`config.mk`:
```
export PLATFORM = sky130hd
export DESIGN_NAME = register_addr_burst_flat
export DESIGN_NICKNAME = d
export VERILOG_FILES = /design/src/rtl/register_addr_burst_if.sv /design/src/rtl/register_addr_burst.sv /design/src/flat_wrapper.sv
export SDC_FILE = /design/constraint.sdc
export NUM_CORES = 1
export LEC_CHECK = 0
export ABC_AREA = 1
export BUFFER_PORTS_ARGS = -buffer_cell sky130_fd_sc_hd__buf_2
export CORE_ASPECT_RATIO = 1.75
export CORE_MARGIN = 1.5
export CORE_UTILIZATION = 49
export DETAILED_ROUTE_END_ITERATION = 7
export PLACE_DENSITY = 0.77
export RECOVER_POWER = 25
export SETUP_SLACK_MARGIN = 0.3
export SLEW_MARGIN = 20
export SYNTH_ARGS = -nofsm -noshare
export SYNTH_HDL_FRONTEND = slang
export SYNTH_SLANG_ARGS = --single-unit
```
`constraint.sdc`:
```
create_clock -name clk -period 1.8 [get_ports clk]
set_input_delay 0.36 -clock clk [delete_from_list [all_inputs] [get_ports clk]]
set_output_delay 0.36 -clock clk [all_outputs]
set_load 0.05 [all_outputs]
```
`src/rtl/register_addr_burst_if.sv`:
```
// Bus bundle for the burst-capable address register: control strobes,
// transfer bus in, address/status out and the bus-driver enables.
interface register_addr_burst_if #(
  parameter int WIDTH       = 16,
  parameter int STEP_WIDTH  = 4,
  parameter int COUNT_WIDTH = 8
);
  logic [WIDTH-1:0]       xfer_in;
  logic                   load_xfer;
  logic                   load_step;
  logic                   inc;
  logic                   dec;
  logic                   burst_start;
  logic                   burst_down;
  logic                   beat;
  logic                   assert_addr;
  logic                   assert_xfer;
  logic [WIDTH-1:0]       addr_out;
  logic [WIDTH-1:0]       xfer_out;
  logic                   addr_en;
  logic                   xfer_en;
  logic                   busy;
  logic                   done;
  logic [COUNT_WIDTH-1:0] remaining;
  logic                   overflow;

  // Controller side: drives the strobes, observes the register.
  modport master (
    output xfer_in, load_xfer, load_step, inc, dec, burst_start, burst_down,
           beat, assert_addr, assert_xfer,
    input  addr_out, xfer_out, addr_en, xfer_en, busy, done, remaining, overflow
  );

  // Register side.
  modport slave (
    input  xfer_in, load_xfer, load_step, inc, dec, burst_start, burst_down,
           beat, assert_addr, assert_xfer,
    output addr_out, xfer_out, addr_en, xfer_en, busy, done, remaining, overflow
  );
endinterface

```
`src/rtl/register_addr_burst.sv`:
```
// Address register with programmable step, wrap/saturate arithmetic with a
// sticky overflow flag, and a beat-driven burst engine. All state moves on
// the falling edge of clk; control strobes are active-low.
module register_addr_burst #(
  parameter int               WIDTH         = 16,
  parameter logic [WIDTH-1:0] DEFAULT_VALUE = '0,
  parameter int               STEP_WIDTH    = 4,
  parameter int               COUNT_WIDTH   = 8,
  parameter bit               SATURATE      = 1'b0
) (
  input logic                   clk,
  input logic                   reset,
  register_addr_burst_if.slave  bus
);

  typedef enum logic {IDLE, BURST} state_t;

  state_t                 state;
  logic [WIDTH-1:0]       addr;
  logic [STEP_WIDTH-1:0]  step;
  logic                   dir;
  logic [COUNT_WIDTH-1:0] remaining;
  logic                   busy;
  logic                   done;
  logic                   overflow;

  logic [WIDTH:0]         up_res;
  logic [WIDTH:0]         dn_res;
  logic [WIDTH:0]         beat_res;
  logic [COUNT_WIDTH-1:0] start_count;

  // Returns {crossed, next_address}. The step is zero-extended and the sum is
  // formed one bit wider so the top bit is the carry (up) or borrow (down).
  function automatic logic [WIDTH:0] step_addr(input logic [WIDTH-1:0]      a,
                                               input logic [STEP_WIDTH-1:0] s,
                                               input logic                  down);
    logic [WIDTH:0]   ext;
    logic [WIDTH:0]   raw;
    logic [WIDTH-1:0] res;
    ext = (WIDTH+1)'(s);
    raw = down ? ({1'b0, a} - ext) : ({1'b0, a} + ext);
    res = raw[WIDTH-1:0];
    if (raw[WIDTH] && SATURATE)
      res = down ? '0 : '1;
    return {raw[WIDTH], res};
  endfunction

  assign up_res      = step_addr(addr, step, 1'b0);
  assign dn_res      = step_addr(addr, step, 1'b1);
  assign beat_res    = dir ? dn_res : up_res;
  assign start_count = bus.xfer_in[COUNT_WIDTH-1:0];

  // Address, step, burst state and flags; one action per falling edge.
  always_ff @(negedge clk) begin
    if (reset) begin
      state     <= IDLE;
      addr      <= DEFAULT_VALUE;
      step      <= STEP_WIDTH'(1);
      dir       <= 1'b0;
      remaining <= '0;
      busy      <= 1'b0;
      done      <= 1'b0;
      overflow  <= 1'b0;
    end else begin
      done <= 1'b0;
      case (state)
        IDLE: begin
          if (!bus.load_xfer) begin
            addr     <= bus.xfer_in;
            overflow <= 1'b0;
          end else if (!bus.load_step) begin
            step <= bus.xfer_in[STEP_WIDTH-1:0];
          end else if (!bus.burst_start) begin
            if (start_count == '0) begin
              done <= 1'b1;
            end else begin
              state     <= BURST;
              remaining <= start_count;
              dir       <= bus.burst_down;
              busy      <= 1'b1;
            end
          end else if (!bus.inc) begin
            addr     <= up_res[WIDTH-1:0];
            overflow <= overflow | up_res[WIDTH];
          end else if (!bus.dec) begin
            addr     <= dn_res[WIDTH-1:0];
            overflow <= overflow | dn_res[WIDTH];
          end
        end
        BURST: begin
          if (!bus.load_xfer) begin
            state     <= IDLE;
            addr      <= bus.xfer_in;
            overflow  <= 1'b0;
            remaining <= '0;
            busy      <= 1'b0;
          end else if (!bus.beat) begin
            addr      <= beat_res[WIDTH-1:0];
            overflow  <= overflow | beat_res[WIDTH];
            remaining <= remaining - COUNT_WIDTH'(1);
            if (remaining == COUNT_WIDTH'(1)) begin
              state <= IDLE;
              busy  <= 1'b0;
              done  <= 1'b1;
            end
          end
        end
        default: state <= IDLE;
      endcase
    end
  end

  assign bus.addr_out  = addr;
  assign bus.xfer_out  = addr;
  assign bus.busy      = busy;
  assign bus.done      = done;
  assign bus.remaining = remaining;
  assign bus.overflow  = overflow;
  assign bus.addr_en   = ~bus.assert_addr;
  assign bus.xfer_en   = ~bus.assert_xfer;

endmodule

```
`src/flat_wrapper.sv`:
```
// flat-port wrapper written by rule: the top's interface ports become plain ports
module register_addr_burst_flat 
#(
  parameter int               WIDTH         = 16,
  parameter logic [WIDTH-1:0] DEFAULT_VALUE = '0,
  parameter int               STEP_WIDTH    = 4,
  parameter int               COUNT_WIDTH   = 8,
  parameter bit               SATURATE      = 1'b0
)
  (clk, reset, bus_xfer_in, bus_load_xfer, bus_load_step, bus_inc, bus_dec, bus_burst_start, bus_burst_down, bus_beat, bus_assert_addr, bus_assert_xfer, bus_addr_out, bus_xfer_out, bus_addr_en, bus_xfer_en, bus_busy, bus_done, bus_remaining, bus_overflow);
  register_addr_burst_if #(.WIDTH(WIDTH), .STEP_WIDTH(STEP_WIDTH), .COUNT_WIDTH(COUNT_WIDTH)) bus_i ();
  input logic clk;
  input logic reset;
  input wire logic [$bits(bus_i.xfer_in)-1:0] bus_xfer_in;
  input wire logic [$bits(bus_i.load_xfer)-1:0] bus_load_xfer;
  input wire logic [$bits(bus_i.load_step)-1:0] bus_load_step;
  input wire logic [$bits(bus_i.inc)-1:0] bus_inc;
  input wire logic [$bits(bus_i.dec)-1:0] bus_dec;
  input wire logic [$bits(bus_i.burst_start)-1:0] bus_burst_start;
  input wire logic [$bits(bus_i.burst_down)-1:0] bus_burst_down;
  input wire logic [$bits(bus_i.beat)-1:0] bus_beat;
  input wire logic [$bits(bus_i.assert_addr)-1:0] bus_assert_addr;
  input wire logic [$bits(bus_i.assert_xfer)-1:0] bus_assert_xfer;
  output wire logic [$bits(bus_i.addr_out)-1:0] bus_addr_out;
  output wire logic [$bits(bus_i.xfer_out)-1:0] bus_xfer_out;
  output wire logic [$bits(bus_i.addr_en)-1:0] bus_addr_en;
  output wire logic [$bits(bus_i.xfer_en)-1:0] bus_xfer_en;
  output wire logic [$bits(bus_i.busy)-1:0] bus_busy;
  output wire logic [$bits(bus_i.done)-1:0] bus_done;
  output wire logic [$bits(bus_i.remaining)-1:0] bus_remaining;
  output wire logic [$bits(bus_i.overflow)-1:0] bus_overflow;
  assign bus_i.xfer_in = bus_xfer_in;
  assign bus_i.load_xfer = bus_load_xfer;
  assign bus_i.load_step = bus_load_step;
  assign bus_i.inc = bus_inc;
  assign bus_i.dec = bus_dec;
  assign bus_i.burst_start = bus_burst_start;
  assign bus_i.burst_down = bus_burst_down;
  assign bus_i.beat = bus_beat;
  assign bus_i.assert_addr = bus_assert_addr;
  assign bus_i.assert_xfer = bus_assert_xfer;
  assign bus_addr_out = bus_i.addr_out;
  assign bus_xfer_out = bus_i.xfer_out;
  assign bus_addr_en = bus_i.addr_en;
  assign bus_xfer_en = bus_i.xfer_en;
  assign bus_busy = bus_i.busy;
  assign bus_done = bus_i.done;
  assign bus_remaining = bus_i.remaining;
  assign bus_overflow = bus_i.overflow;
  register_addr_burst #(.WIDTH(WIDTH), .DEFAULT_VALUE(DEFAULT_VALUE), .STEP_WIDTH(STEP_WIDTH), .COUNT_WIDTH(COUNT_WIDTH), .SATURATE(SATURATE)) u_core (.clk(clk), .reset(reset), .bus(bus_i));
endmodule
```
==> impl_metrics.yaml, run 1 <==
synthesis:
  synth.net_count: 494
  syn_area_sq_mm: 0.00291
  synth_top_area_cell: "dfxtp_1"
  syn_inst: 455
  yosys_warnings: 0
  synth-seq-cells: 33
  syn_area_per_cell_sq_um: 6.40
  yosys-top-cells-count: "nand2_1 (103), inv_1 (55), nand3_1 (51)"
  seq_area_frac_synth_pct: 22.7
  synth_most_common_cell: "nand2_1"
  yosysTopAreaCellShare_pct: 22.7
  synth-edff-count: 0
  yosysUniqueCellTypes: 34
  yosys-top-cells-area: "dfxtp_1 (23%), nand2_1 (13%), nand3_1 (8.8%)"
  synthFlopType: "dfxtp_1"
  async_flop_share_pct: 0
place:
  hpwl_um: 8090
  io_buffer_count: 71
  place.gp.congestion: 0.972
  place_inst: 657
  dp_slack_ps: -627
clock_tree:
  clkSinkCount: 33
  cts_max_level: 2
  cts_buffer_depth: 2
  root_buffer: "clkbuf_8"
  numCtsBuffers: 5
grt:
  grt_pass1_wl_um: 29200
  grt_max_degree: 17
  track_usage_pct: 61.4
  grt_pass1_vias: 5469
  grt_overflow: 3
floorplanning:
  num_rows: 37
  fp.dieH_um: 105
  ios: 72
  start_util_pct: 50.4
  die_w_um: 61.3
outcome:
  outcome: "stopped before the end"
  error_line: "[ERROR GRT-0116] Global routing finished with congestion. Check the congestion regions in the DRC Viewer."
  failing_step: "5_1_grt"
[per-stage QoR]
stage               cell area, sq um  setup TNS, ps
floorplan                       3220          -7910
global placement                3980         -17850
detailed placement              3980         -19240
CTS                             5340         -16990
[logic make-up after synthesis]
logic type | synth area share (%)
xor gates and xnor gates | 1.20
AOI/OAI and AO/OA | 17.2
and+or+nand+nor | 37.7
buffers and inverters | 15.6
adders and majority gates | 5.67
DFF | 22.7
[layer usage]
layer	GRT overflow	global-route usage (%)
met3	0	36.0
met1	0	59.4
met4	2	62.7
met5	0	0
met2	1	83.3
[what timing repair did]
item / in CTS
pin swaps: 39
endpoints found under the hold margin: 0
gates resized for setup: 254
endpoints found under the setup margin: 76
hold buffers: 0
buffers inserted: 26
gates cloned: 3
==> run 2, diff against run 1 <==
--- a/config.mk
+++ b/config.mk
@@ -7,13 +7,11 @@
 export LEC_CHECK = 0
 export ABC_AREA = 1
 export BUFFER_PORTS_ARGS = -buffer_cell sky130_fd_sc_hd__buf_2
-export CORE_ASPECT_RATIO = 1.75
 export CORE_MARGIN = 1.5
-export CORE_UTILIZATION = 49
+export CORE_UTILIZATION = 40
 export DETAILED_ROUTE_END_ITERATION = 7
-export PLACE_DENSITY = 0.77
+export PLACE_DENSITY_LB_ADDON = 0.15
 export RECOVER_POWER = 25
-export SETUP_SLACK_MARGIN = 0.3
 export SLEW_MARGIN = 20
 export SYNTH_ARGS = -nofsm -noshare
 export SYNTH_HDL_FRONTEND = slang
==> constraint.sdc (replaced) <==
create_clock -name clk -period 2.34 [get_ports clk]
set_input_delay 0.468 -clock clk [delete_from_list [all_inputs] [get_ports clk]]
set_output_delay 0.468 -clock clk [all_outputs]
set_load 0.05 [all_outputs]
==> run 2 against run 1 <==
Net effect: the flow now finishes, with violations (setup timing); synthesized cell count unchanged; area after synthesis is the same.
==> impl_metrics.yaml, run 2 <==
floorplanning:
  die_w_um: 88.4
  ios: 72
  num_rows: 30
  start_util_pct: 42.2
  core_sq_mm: 0.00691
  die-area_sq_mm: 0.00781
  fp.dieH_um: 88.4
layout:
  multi_input_area_sq_mm: 0.00206
  nets: 650
  layout_common_cells: "nand2_1 (87), inv_1 (74), buf_4 (70)"
  largest_reg_flops: 16
  drive_gt1_share_pct: 44.8
  regArea_sq_um: 737
  final_common_cell: "nand2_1"
  post-route-util_pct: 70.0
  fillers: 617
  post_layout_nonfiller_instances: 708
  antenna_cells: 0
  synthToLayoutAreaGrowth_pct: 65.9
worst_setup_path:
  worst-r2r-setup-slack_ps: 200
  cp_slowest_stage_delay_ps: 400
  worstPathArrival_ps: 2090
  crit_chain: "buf_8"
  crit_buf_inv: 1
  start_kind: "register"
  reg2regPathDepth: 10
  r2r-start: "u_core.bus.addr_out[0]"
  cp_top_family: "flip-flops"
  cp_slowest_cell: "dfxtp_4"
  regToRegEndpoint: "u_core.bus.addr_out[8]"
  critical_path_class: "reg -> out"
  crit_path_end_kind: "output port"
  worst_ep_required_time_ps: 1870
  cp_max_fo: 4
outcome:
  outcome: "finished, violations left"
  violations: "setup timing"
clock_tree:
  numCtsBuffers: 5
  root_buffer: "clkbuf_8"
  clk_latency_ps: 380
  cts_hold_buf: 0
  cts.clk_slew.worst_paths_ps: 50
  clkSinkCount: 33
  cts_buffer_depth: 2
  cts_tree: "built"
  cts_max_level: 2
routing:
  dr.pass1.iters: 5
  routed_via_density: 5.29
  drc: 0
  drtIter0Drc: 261
  vias: 3747
  drt-wirelength-per-cell_um: 14.8
  finalWirelength_um: 10500
  ant_nets: 0
place:
  io_buffer_count: 71
  place.gp.congestion: 0.952
  place_inst: 645
  hpwl_um: 7190
  dp_slack_ps: -466
timing:
  worst_slack_ps: -220
  rsz0062_at_grt: "yes"
  fin_tns_setup_ps: -7400
  slew-limit-headroom_pct: 55.2
  holdWs_ps: 486
  final-setup-viol-count: 49
  hold_violations: 0
  slew_viol_final: 0
  fin_worst_skew_ps: 26.8
  max_slew.worst_pin.slew_ps: 670
power:
  p_clk_share_pct: 28.2
  internal_power_mw: 1.37
  p_per_area_mw_per_mm2: 530
  p_switching_mw: 1.19
  sequentialPowerShare_pct: 26.0
  leakage_nw: 2.32
  switching_share_pct: 46.6
  peakVddDrop_mv: 0.309
  power_frac_comb_pct: 45.8
synthesis:
  synth-edff-count: 0
  yosysTopAreaCellShare_pct: 22.7
  async_flop_share_pct: 0
  seq_area_frac_synth_pct: 22.7
  syn_area_sq_mm: 0.00291
  yosys_warnings: 0
  synth_top_area_cell: "dfxtp_1"
  synth-seq-cells: 33
  yosys-top-cells-area: "dfxtp_1 (23%), nand2_1 (13%), nand3_1 (8.8%)"
  syn_area_per_cell_sq_um: 6.40
  syn_inst: 455
  synth_most_common_cell: "nand2_1"
  synthFlopType: "dfxtp_1"
  yosys-top-cells-count: "nand2_1 (103), inv_1 (55), nand3_1 (51)"
  synth.net_count: 494
  yosysUniqueCellTypes: 34
grt:
  track_usage_pct: 26.5
  grt_overflow: 0
  grt_max_degree: 25
  grt_pass1_vias: 3589
  antenna_found_initial: 0
  grt_pass1_wl_um: 16000
hold_path:
  min_from: "u_core.bus.overflow"
  min_delay_path_depth: 2
  hold-path-endpoint: "u_core.bus.overflow"
  hold_path_class: "reg -> reg"
flow_run:
  drv_cap: 0
[run 2: power by group through the flow]
stage / clock network, mW / registers (mW) / logic [mW]
global placement: 0.0882 / 0.659 / 0.929
global route: 0.815 / 0.669 / 1.26
detailed placement: 0.0882 / 0.661 / 0.933
CTS: 0.732 / 0.663 / 1.08
finish: 0.722 / 0.666 / 1.17
floorplan: 0.0882 / 0.779 / 0.574
[run 2: area by class of cell]
| type | instances | area share (%) |
|---|---|---|
| well taps | 96 | 2.48 |
| clock buffers | 5 | 1.42 |
| multi-input cells | 331 | 42.7 |
| inverters | 63 | 6.24 |
| repair inverters | 1 | 0.129 |
| clock inverters | 36 | 3.05 |
| repair buffers | 143 | 28.8 |
| flip-flops and latches | 33 | 15.2 |
[run 2: layer usage]
layer	global-route usage [%]	wire, um	vias up
met1	29.9	4090	1720
met5	0	0	-
met2	45.4	5320	185
met4	14.5	294	0
met3	7.09	785	27
li1	-	-	1815
[run 2: worst max-delay path by stage]
| stage | start | to | slack [ps] | cells past startpoint |
|---|---|---|---|---|
| 2_1_floorplan | bus_dec | u_core.bus.addr_out[15] | -120 | 8 |
| 3_3_place_gp | bus_load_xfer | u_core.bus.remaining[6] | -410 | 9 |
| 3_5_place_dp | bus_inc | u_core.bus.addr_out[15] | -470 | 11 |
| 4_1_cts | u_core.bus.addr_out[7] | bus_xfer_out[7] | -210 | 1 |
| 5_1_grt | u_core.bus.addr_out[7] | bus_xfer_out[7] | -250 | 1 |
| 6_report | u_core.bus.addr_out[7] | bus_xfer_out[7] | -220 | 1 |
[run 2: worst register-to-register path: cells and delay by family (launching register included)]
family	cells	cell delay, ps
adders and majority gates	2	740
AOI/OAI and AO/OA	2	330
DFF	1	350
buffers and inverters	1	130
and+or+nand+nor	5	540
[run 2: timing repair]
| action | in CTS | in global routing |
|---|---|---|
| gates resized for setup | 138 | 85 |
| pin swaps | 3 | 21 |
| cloned | 1 | 1 |
| endpoints found under the setup margin | 59 | 67 |
| buffers inserted | 12 | 9 |
[run 2: kinds of logic after synthesis]
group | Yosys count | synth area share, %
xor gates and xnor gates | 4 | 1.20
adders and majority gates | 12 | 5.67
and+or+nand+nor | 233 | 37.7
AOI/OAI and AO/OA | 81 | 17.2
buffers and inverters | 92 | 15.6
DFF | 33 | 22.7
[run 2: per-stage QoR]
stage          total power [mW]  area, sq um
2_1_floorplan              1.44         3070
3_3_place_gp               1.68         3750
3_5_place_dp               1.68         3750
4_1_cts                    2.48         4490
5_1_grt                    2.75         4830
6_report                   2.56         4830
No activity file was read; power rests on OpenSTA's default activity.
